<file path="src/rtl/chunk_serial_addsub.sv">
// Multi-cycle adder/subtractor: two result bits per clock through one 2-bit ripple slice.
// Optional build macro ADDSUB_SATURATE_EN clamps overflowed results to the signed limit.
module chunk_serial_addsub #(
    parameter int WIDTH = 8
) (
    input  logic             clk,
    input  logic             rst,
    input  logic             in_valid,
    output logic             in_ready,
    input  logic [WIDTH-1:0] A,
    input  logic [WIDTH-1:0] B,
    input  logic             Sub,
    output logic             out_valid,
    input  logic             out_ready,
    output logic [WIDTH-1:0] Sum,
    output logic             Cout,
    output logic             Ovf
);

    localparam int NCHUNK = WIDTH / 2;
    localparam int IDXW   = (NCHUNK > 1) ? $clog2(NCHUNK) : 1;
    localparam logic [IDXW-1:0] LAST_IDX = IDXW'(NCHUNK - 1);
`ifdef ADDSUB_SATURATE_EN
    localparam logic [WIDTH-1:0] SAT_MAX = {1'b0, {(WIDTH-1){1'b1}}};
    localparam logic [WIDTH-1:0] SAT_MIN = {1'b1, {(WIDTH-1){1'b0}}};
`endif

    typedef enum logic [1:0] {
        S_IDLE = 2'd0,
        S_RUN  = 2'd1,
        S_DONE = 2'd2
    } state_t;

    state_t           state_q;
    logic [WIDTH-1:0] a_q;
    logic [WIDTH-1:0] bx_q;
    logic             carry_q;
    logic [IDXW-1:0]  idx_q;
    logic [WIDTH-1:0] sum_q;
    logic             cout_q;
    logic             ovf_q;
    logic             in_ready_q;
    logic             out_valid_q;

    logic [1:0]       a_sl_d;
    logic [1:0]       b_sl_d;
    logic [2:0]       slice_d;
    logic [WIDTH-1:0] sum_d;
    logic [WIDTH-1:0] sum_fin_d;
    logic             ovf_d;
    logic [IDXW:0]    base_d;

    // One 2-bit ripple slice; base_d is the bit offset of the current chunk.
    always_comb begin
        base_d  = {idx_q, 1'b0};
        a_sl_d  = a_q[base_d +: 2];
        b_sl_d  = bx_q[base_d +: 2];
        slice_d = {1'b0, a_sl_d} + {1'b0, b_sl_d} + {2'b00, carry_q};
        sum_d   = sum_q;
        sum_d[base_d +: 2] = slice_d[1:0];
        ovf_d     = (a_q[WIDTH-1] == bx_q[WIDTH-1]) && (sum_d[WIDTH-1] != a_q[WIDTH-1]);
        sum_fin_d = sum_d;
`ifdef ADDSUB_SATURATE_EN
        if (ovf_d) begin
            sum_fin_d = a_q[WIDTH-1] ? SAT_MIN : SAT_MAX;
        end
`endif
    end

    always_ff @(posedge clk or posedge rst) begin
        if (rst) begin
            state_q     <= S_IDLE;
            a_q         <= '0;
            bx_q        <= '0;
            carry_q     <= 1'b0;
            idx_q       <= '0;
            sum_q       <= '0;
            cout_q      <= 1'b0;
            ovf_q       <= 1'b0;
            in_ready_q  <= 1'b1;
            out_valid_q <= 1'b0;
        end else begin
            case (state_q)
                S_IDLE: begin
                    if (in_valid && in_ready_q) begin
                        // Subtraction is A + ~B + 1: the +1 rides in as the initial carry.
                        a_q        <= A;
                        bx_q       <= Sub ? ~B : B;
                        carry_q    <= Sub;
                        idx_q      <= '0;
                        sum_q      <= '0;
                        in_ready_q <= 1'b0;
                        state_q    <= S_RUN;
                    end
                end
                S_RUN: begin
                    carry_q <= slice_d[2];
                    idx_q   <= idx_q + IDXW'(1);
                    if (idx_q == LAST_IDX) begin
                        sum_q       <= sum_fin_d;
                        cout_q      <= slice_d[2];
                        ovf_q       <= ovf_d;
                        out_valid_q <= 1'b1;
                        state_q     <= S_DONE;
                    end else begin
                        sum_q <= sum_d;
                    end
                end
                S_DONE: begin
                    if (out_ready) begin
                        out_valid_q <= 1'b0;
                        in_ready_q  <= 1'b1;
                        state_q     <= S_IDLE;
                    end
                end
                default: begin
                    state_q     <= S_IDLE;
                    in_ready_q  <= 1'b1;
                    out_valid_q <= 1'b0;
                end
            endcase
        end
    end

    assign in_ready  = in_ready_q;
    assign out_valid = out_valid_q;
    assign Sum       = sum_q;
    assign Cout      = cout_q;
    assign Ovf       = ovf_q;

    // Handshake invariants: accept only in IDLE, hold results under backpressure.
    a_excl : assert property (@(posedge clk) disable iff (rst) !(in_ready && out_valid));
    a_hold : assert property (@(posedge clk) disable iff (rst)
        (out_valid && !out_ready) |=> (out_valid && $stable(Sum) && $stable(Cout) && $stable(Ovf)));
    a_state : assert property (@(posedge clk) disable iff (rst) state_q != 2'd3);

endmodule
</file>
<file path="config.mk">
export PLATFORM = sky130hd
export DESIGN_NAME = chunk_serial_addsub
export DESIGN_NICKNAME = d
export VERILOG_FILES = /design/src/rtl/chunk_serial_addsub.sv
export SDC_FILE = /design/constraint.sdc
export NUM_CORES = 1
export LEC_CHECK = 0
export ABC_AREA = 1
export CAP_MARGIN = 15
export CELL_PAD_IN_SITES_DETAIL_PLACEMENT = 0
export CELL_PAD_IN_SITES_GLOBAL_PLACEMENT = 2
export CORE_MARGIN = 2
export CORE_UTILIZATION = 30
export CTS_CLUSTER_DIAMETER = 120
export DETAILED_ROUTE_END_ITERATION = 12
export GPL_TIMING_DRIVEN = 0
export PLACE_DENSITY_LB_ADDON = 0.08
export SLEW_MARGIN = 20
export SYNTH_ARGS = -nofsm -noshare
export SYNTH_HDL_FRONTEND = slang
export SYNTH_SLANG_ARGS = --single-unit
</file>
<file path="constraint.sdc">
create_clock -name clk -period 2.9 [get_ports clk]
set_clock_uncertainty 0.05 [all_clocks]
set_input_delay 0.725 -clock clk [delete_from_list [all_inputs] [get_ports clk]]
set_output_delay 0.725 -clock clk [all_outputs]
set_load 0.05 [all_outputs]
</file>
Word-level counts from Yosys, hierarchy flattened:

Index checks and enable logic that the tools add are counted.
Widths: inputs -> output; s select.

* register bits after elaboration: 33
* input bits: 21
* logic and storage cells: 57

* add/sub/neg operators: 4
* equal/unequal tests: 8
* shift-type cells: 4
* multiplexer cells: 18
* bitwise operators: 3
* reductions and logical operators: 10

Operator list (number)
* $mux 8: 2
* $pmux 8 s2: 1
* $shiftx 8x4->2: 2
* $reduce_and 3->1: 3
* $bwmux 8: 1
* $mux 2: 4
* $not 8->8: 1
* $shift 2x5->8 const A: 1
* $shiftx 2x5->8: 1
* $ne 2x2->1 const B: 3
* $pmux 1 s3: 2
* $pmux 2 s3: 1
* $reduce_and 2->1: 3
* $mux 1: 5
* $neg 3->5: 1
* $eq 2x2->1 const B: 2
* $pmux 2 s2: 1
* $add 2x2->3: 1
* $add 3x1->3: 1
* $add 2x1->2 const B: 1
* $eq 2x1->1 const B: 1
* $logic_and 1x1->1: 2
* $logic_not 2->1: 1
* $not 1->1: 2
* 4 further kinds: 4

Longest topological paths before layout:

Gate-level depths: netlist of the first run.

* word-level depth: 7
* mapped depth: 13

Worst setup path after synthesis of the first run:

OpenSTA, ideal clock, no wires.

* kind: flip-flop to flip-flop
* start: reg idx_q[0]
* end: reg ovf_q (netlist: Ovf)
* library setup time: 0.066 ns
* data arrival time: 2.265 ns
* data required time: 2.784 ns
* slack: 0.519 ns
* stages on the path, launching flop included: 13
* buffers on the path: 1
* period minus slack after synthesis: 2.381 ns
* path through: dfrtp_1 > inv_1 > buf_2 > o21ai_0 > o22ai_1 > fa_1 > fa_1 > nand3_1 > o21bai_4 > nand2_2 > nand2_1 > nand2_1 > nand2_1

* longest elaborated chain between the ends: 7

RTL lines
* from (decl): RTL line 38 `logic [IDXW-1:0] idx_q;`
* from (signal assigned): RTL line 98 `idx_q <= idx_q + IDXW'(1);`
* $shiftx 8x4->2, on equally long branches: RTL line 56, 57
* $add 2x2->3: RTL line 58 `slice_d = {1'b0, a_sl_d} + {1'b0, b_sl_d} + {2'b00, carry_q};`
* $add 3x1->3: RTL line 58
* $shiftx 2x5->8: RTL line 60 `sum_d[base_d +: 2] = slice_d[1:0];`
* $bwmux 8: RTL line 60
* $ne 1x1->1: RTL line 61 `ovf_d = (a_q[WIDTH-1] == bx_q[WIDTH-1]) && (sum_d[WIDTH-1] != a_q[WIDTH-1]);`
* $logic_and 1x1->1: RTL line 61
* to (signal assigned): RTL line 102 `ovf_q <= ovf_d;`
* to (decl): RTL line 41 `logic ovf_q;`

Several ways; a longest one is shown, not always the timed one.
A chain may end at the register's enable or synchronous reset.

Final worst setup path of the first run:

Ends and elaborated chain as after synthesis.

==> key figures, run 1 <==
Logic synthesis
  – Top cells by area, synth: dfrtp_1 (47%), nand2_1 (11%), o21ai_0 (4.1%)
  – Top cells by count, synth: nand2_1 (50), dfrtp_1 (32), inv_1 (17)
  – Synthesis Warnings: 0
  – Post-synth cell types: 28
  – Mapped cell area: around 0.0017 sq mm
  – Post-synth EDFFs: 0
  – Top cell type's share of synthesized area: between 40 and 50%
  – Avg Cell Area, Syn: around 8.8 sq um
  – Post-synth ARST share: 100.0%
  – Sequential area share after synthesis: 48.71%
  – Net Count, Synth: 220
  – Syn Inst Count: 193
  – Main synth FF type: dfrtp_1
  – Flop and latch count out of synthesis: 33
  – Most common cell in the netlist: nand2_1
  – Largest area contributor in the netlist: dfrtp_1

Clocking
  – Sink Count: 33
  – Post-CTS setup buffer count: 0
  – Root Buffer: clkbuf_8
  – H-tree levels: 2
  – Later-pin clock latency in the skew report: ~280 ps
  – Clk slew on worst S/H paths: ~70 ps
  – Deepest clock path buffer count: 2
  – CTS tree: yes
  – CTS buffer count: 5

Drt
  – DRC violations left: 0
  – Detailed-route wire length: between 3000 and 4000 um
  – WL per Instance: 13.09 um
  – ANT nets after route: 0
  – Pre-antenna DRT Iters: 4
  – Via count: between 1k and 1.5k
  – DR iter-0 viols: 74
  – Vias per inst: approximately 4.5

Placed design
  – DP Worst Slack: between 200 and 250 ps
  – Hpwl dp: ~2900 um
  – GPL Wtd Cong: around 0.8
  – IO Port Bufs: 31

STA
  – Final Hold Fails: 0
  – Final hold slack: roughly 420 ps
  – Max Clk Rate: between 0.3 and 0.4 GHz
  – Fin. max-slew vios: 0
  – Minimum clock period after layout: between 2000 and 3000 ps
  – Setup Viol. Count Final: 0
  – Slew Limit Headroom: about half
  – Unrepaired setup endpoints after global routing: no
  – Total negative slack: 0 ps
  – Final Worst Setup Slack: 276.6 ps
  – Least-Margin Pin Slew: a little over 700 ps
  – Period utilization: between 90 and 100%

GRT
  – Met3 GRT Util: ~3.4%
  – Vias in the first global route: between 1k and 1.5k
  – Most used routing layer: met2
  – Largest net degree at the start of global routing: 34
  – Total gr overflow: 0
  – Global Route Usage Sum: between 10% and 20%
  – Grt met1 use: between 10% and 20%
  – Initial antenna violation count: 0
  – GRT met2 Usage: between 20% and 30%
  – First-pass GRT wire length: roughly 7000 um

Critical path
  – Crit path kind: register to register
  – CP endpoint: Ovf$_DFFE_PP0P_
  – Critical Path Start: idx_q[0]$_DFFE_PP0P_
  – CP required: 3030 ps
  – Crit-path slowest cell: fa_1
  – CP Capture Type: register
  – Cells on worst reg2reg path: 13
  – Worst path most repeated cell: nand2_1
  – Largest stage delay, worst path: around 550 ps
  – Worst path arrival time: approximately 2800 ps
  – Worst flop-to-flop path endpoint: Ovf$_DFFE_PP0P_
  – Worst Setup Start Kind: register
  – Worst reg2reg setup slack: about 280 ps
  – FF-to-FF Start: idx_q[0]$_DFFE_PP0P_
  – CP Cell Sequence: inv_1 > buf_2 > o21ai_0 > o22ai_1 > fa_1 > fa_1 > inv_1 > nor2_1 > nand3_1 > nand3_1 > nand2_1 > nand2_1 > nand2_1
  – Crit path max fanout: 11

Power and ir drop
  – Total chip power: ~2.6 mW
  – Pleak: around 1 nW
  – VDD IR max: approximately 0.38 mV
  – Pwr per Cell Area: approximately 1200 mW/mm^2

Floorplanning
  – Die width: 79.23 um
  – Core Rows: 27
  – IO Pins: 33
  – Initial Util: about 31%
  – DIE AREA: around 0.0063 sq mm
  – Die Ht: 79.23 um
  – Core area: ~0.0055 sq mm

Status
  – Status: complete, no violations

Layout
  – Register Area: 828.3 sq um
  – Layout filler cell count: just under 600
  – Share of layout cells above drive strength 1: between 10% and 20%
  – Area of the multi-input gates: 749.5 sq um
  – Final core occ: 39.87%
  – Number of diodes: 0
  – Layout Area Growth over Synthesis: 28.52%
  – Nets: 258

Run
  – Max-cap viol count: 0

Worst hold path
  – Min-Delay Path Class: register to register
-- final cells by class --
type                       instances  area share [%]
clock buffer                       6           3.326
timing repair buffer              31           14.22
tap                               72           4.128
multi-input combinational        135           34.35
clock inverter                     2          0.4587
buffer                             6           2.179
inverter                          19           3.383
sequential                        33           37.96
-- registers in the layout, summed over array words and instances, names as in the netlist --
register / count
Sum: 8
a_q: 8
bx_q: 8
idx_q: 2
state_q: 2
Cout: 1
Ovf: 1
carry_q: 1
in_ready: 1
out_valid: 1
-- critical path, delay by kind of cell, from the launching register on --
| family | cells | cell delay (ps) |
|---|---|---|
| DFF | 1 | 420 |
| and+or+nand+nor | 6 | 470 |
| buffers and inverters | 3 | 310 |
| AOI/OAI and AO/OA | 2 | 280 |
| adders and majority gates | 2 | 980 |
-- metrics by stage --
step           instance area (sq um)  instances
4_1_cts                         2181        304
5_1_grt                         2182        304
2_1_floorplan                   1698        193
3_5_place_dp                    2098        296
6_report                        2182        304
3_3_place_gp                    2098        296
-- placed cells by master (no fill, tap or decap), types with 3 or more instances in the layout --
| cell type | n |
|---|---|
| ha_1 | 4 |
| nand2_1 | 50 |
| nor2_1 | 13 |
| clkdlybuf4s50_1 | 31 |
| clkbuf_8 | 5 |
| xnor2_1 | 8 |
| dfrtp_1 | 31 |
| nand3_1 | 13 |
| nand2_2 | 3 |
| inv_1 | 16 |
| o21ai_1 | 10 |
| o21ai_0 | 14 |
| o22ai_1 | 5 |
-- how the worst min path moves through the flow --
stage,cells past startpoint,slack [ps],endpoint,startpoint
final,2,420,in_ready$_DFFE_PP1P_,in_ready$_DFFE_PP1P_
after global routing,2,460,in_ready$_DFFE_PP1P_,in_ready$_DFFE_PP1P_
after CTS,2,420,in_ready$_DFFE_PP1P_,in_ready$_DFFE_PP1P_
after detailed placement,2,410,in_ready$_DFFE_PP1P_,in_ready$_DFFE_PP1P_
after global placement,2,410,Ovf$_DFFE_PP0P_,Ovf$_DFFE_PP0P_
after floorplan,2,390,a_q[4]$_DFFE_PP0P_,a_q[4]$_DFFE_PP0P_
-- power breakdown --
group | total (mW) | internal, mW | switching [mW] | leakage [nW]
Sequential | 0.820 | 0.674 | 0.146 | 0.422
Combinational | 1.46 | 0.522 | 0.940 | 0.557
Clock | 0.336 | 0.166 | 0.169 | 0.0450
Total | 2.62 | 1.36 | 1.25 | 1.02
-- layer usage --
metal  vias up  part of all wire (%)  routed length, um
met2        37                    46               1813
li1        703                     -                  -
met4         0                  0.98                 39
met5         -                     0                  0
met3         6                   4.6                185
met1       614                    49               1940
-- cell families after synthesis --
family | count (synthesis) | synth area share (%)
buf+inv | 25 | 7.147
compound gates | 36 | 12.68
simple gates | 85 | 22.03
flops | 33 | 48.71
xor+xnor | 8 | 4.127
fa+ha+maj | 6 | 5.306
-- repair_timing --
action / CTS / global route
setup endpoints to repair: 0 / 1
gates resized for setup: 0 / 1
endpoints found under the hold margin: 0 / 0
hold buffers: 0 / 0
Note: power is estimated with default switching activity, not from simulation.
==> run 2: changes to the inputs <==
- CAP_MARGIN: 15 -> 20
- CORE_MARGIN: 2 -> default
- CTS_CLUSTER_DIAMETER: 120 -> default
==> run 2 against run 1 <==
Via count grew 1.3%. First-iteration DRC count shrank 38%. Clock-buffer cell count is the same. Routed wire length grew 0.53%. Worst setup slack lost 11 ps. Die area shrank 5.0%. Sequential power is essentially flat. Global-route usage grew 0.95 points. Clock power is essentially flat. Critical path type unchanged.
==> key figures, run 2 (synthesized netlist as in run 1, its figures left out) <==
Worst hold path
  – Worst hold stages: 2
  – Hold path start: in_ready$_DFFE_PP1P_
  – Min-Delay Path Class: register to register
  – Worst Hold Path EP: in_ready$_DFFE_PP1P_

Clocking
  – Later-pin clock latency in the skew report: about 280 ps
  – CTS buffer count: 5
  – Root Buffer: clkbuf_8
  – Deepest clock path buffer count: 2
  – Clk slew on worst S/H paths: ~70 ps
  – Sink Count: 33
  – H-tree levels: 2
  – Hold_buf cts: 0
  – CTS tree: yes

GRT
  – Vias in the first global route: between 1k and 1.5k
  – First-pass GRT wire length: about 7000 um
  – Initial antenna violation count: 0
  – Grt met1 use: around a fifth
  – GRT met2 Usage: 25.31%
  – Largest net degree at the start of global routing: 34
  – Global Route Usage Sum: between 15 and 20%
  – Met3 GRT Util: 4.167%
  – Total gr overflow: 0
  – Most used routing layer: met2

Critical path
  – Worst reg2reg setup slack: around 270 ps
  – Crit path kind: register to register
  – Worst path most repeated cell: nand2_1
  – CP Cell Sequence: inv_1 > buf_2 > o21ai_0 > o22ai_1 > fa_1 > fa_1 > inv_1 > nor2_1 > nand3_1 > nand3_1 > nand2_1 > nand2_1 > nand2_1
  – CP required: approximately 3000 ps
  – Largest stage delay, worst path: 560 ps
  – FF-to-FF Start: idx_q[0]$_DFFE_PP0P_
  – Worst Setup Start Kind: register
  – Worst path arrival time: 2770 ps
  – Crit-path slowest cell: fa_1
  – Worst flop-to-flop path endpoint: Ovf$_DFFE_PP0P_
  – CP Capture Type: register
  – Crit path max fanout: 11
  – Cells on worst reg2reg path: 13

Layout
  – Final core occ: around two fifths
  – Commonest non-fill, non-tap cell in the layout: nand2_1
  – Final Non-Filler Cells: slightly above 300
  – Number of diodes: 0
  – Share of layout cells above drive strength 1: between 10% and 20%
  – Layout Area Growth over Synthesis: 28.52%
  – Design area: 0.002182 sq mm
  – Layout filler cell count: slightly below 600
  – Highest-count cells in the layout ignoring fill and taps: nand2_1 (50), dfrtp_1 (31), clkdlybuf4s50_1 (31)
  – Nets: 258

Power and ir drop
  – Pwr per Cell Area: approximately 1200 mW/mm^2
  – Pleak: about 1.0 nW
  – VDD IR max: roughly 0.34 mV

Drt
  – ANT nets after route: 0
  – DR iter-0 viols: 46
  – Vias per inst: about 4.5
  – WL per Instance: between 10 and 15 um
  – DRC violations left: 0
  – Via count: between 1k and 1.5k
  – Detailed-route wire length: roughly 4000 um
  – Pre-antenna DRT Iters: 4

STA
  – Max Clk Rate: 0.3796 GHz
  – Total negative slack: 0 ps
  – Period utilization: roughly 90%
  – Fin. max-slew vios: 0
  – Least-Margin Pin Slew: a little over 700 ps
  – Slew Limit Headroom: roughly 53%
  – Unrepaired setup endpoints after global routing: no
  – Minimum clock period after layout: between 2000 and 3000 ps
  – Final Hold Fails: 0
  – Setup Viol. Count Final: 0

Floorplanning
  – DIE AREA: a little under 0.006 sq mm
  – Die Ht: slightly below 80 um
  – Die width: approximately 77 um
  – Core area: approximately 0.0055 sq mm
  – Core Rows: 27
  – IO Pins: 33
  – Initial Util: between 30% and 40%

Status
  – Status: complete, no violations

Run
  – Max-cap viol count: 0

Placed design
  – Hpwl dp: roughly 3000 um
  – Inst Count DP: between 200 and 300
  – GPL Wtd Cong: around 0.8
  – DP Area: between 0.002 and 0.0025 sq mm
  – IO Port Bufs: 31
run 2: cell counts in the layout (fill, tap and decap cells not counted):
No cell type changed its count.
run 2: worst max path at each step:
stage / start / end / slack, ps / depth (start not counted)
after floorplan: idx_q[0]$_DFFE_PP0P_ / Ovf$_DFFE_PP0P_ / 520 / 12
after global placement: idx_q[0]$_DFFE_PP0P_ / Ovf$_DFFE_PP0P_ / 190 / 13
after detailed placement: idx_q[0]$_DFFE_PP0P_ / Ovf$_DFFE_PP0P_ / 220 / 13
after CTS: idx_q[0]$_DFFE_PP0P_ / Ovf$_DFFE_PP0P_ / 200 / 12
after global routing: idx_q[0]$_DFFE_PP0P_ / Ovf$_DFFE_PP0P_ / 40 / 13
final: idx_q[0]$_DFFE_PP0P_ / Ovf$_DFFE_PP0P_ / 270 / 13
run 2: metrics by stage:
step | power, mW | hold WS (ps) | setup slack (ps)
floorplan | 1.858 | 393.6 | 519.4
global placement | 2.299 | 412.1 | 193.3
detailed placement | 2.315 | 413.6 | 224.8
CTS | 2.665 | 423.8 | 204.2
global route | 2.884 | 453.5 | 43.42
finish | 2.620 | 421.3 | 265.8
run 2: critical path, delay by kind of cell (launching register included):
kind,cells,cell delay (ps)
buf+inv,3,310
simple gates,6,480
flops,1,420
compound gates,2,280
fa+ha+maj,2,990
run 2: what timing repair did:
item                                    in CTS  in global routing
gates resized for setup                      0                  1
buffers inserted                             0                  0
endpoints found under the setup margin       0                  1
run 2: area by class of cell:
type | instances | area, sq um | share of cell area (%)
Sequential cell | 33 | 828.3 | 37.96
Clock inverter | 2 | 10.01 | 0.4587
Inverter | 19 | 73.82 | 3.383
Tap cell | 72 | 90.09 | 4.128
Buffer | 6 | 47.55 | 2.179
Multi-Input combinational cell | 135 | 749.5 | 34.35
Timing Repair Buffer | 31 | 310.3 | 14.22
Clock buffer | 6 | 72.57 | 3.326
run 2: report_power, final:
| part | switching [mW] | internal [mW] | leakage [nW] |
|---|---|---|---|
| clock | 0.167 | 0.166 | 0.0450 |
| combinational | 0.946 | 0.523 | 0.557 |
| sequential | 0.143 | 0.674 | 0.422 |
| total | 1.26 | 1.36 | 1.02 |
run 2: layer usage:
| layer | wire length (um) | up-vias | share of wire, % |
|---|---|---|---|
| met5 | 0 | - | 0 |
| met4 | 28 | 0 | 0.70 |
| met3 | 141 | 4 | 3.5 |
| met2 | 1915 | 25 | 48 |
| met1 | 1915 | 645 | 48 |
| li1 | - | 704 | - |
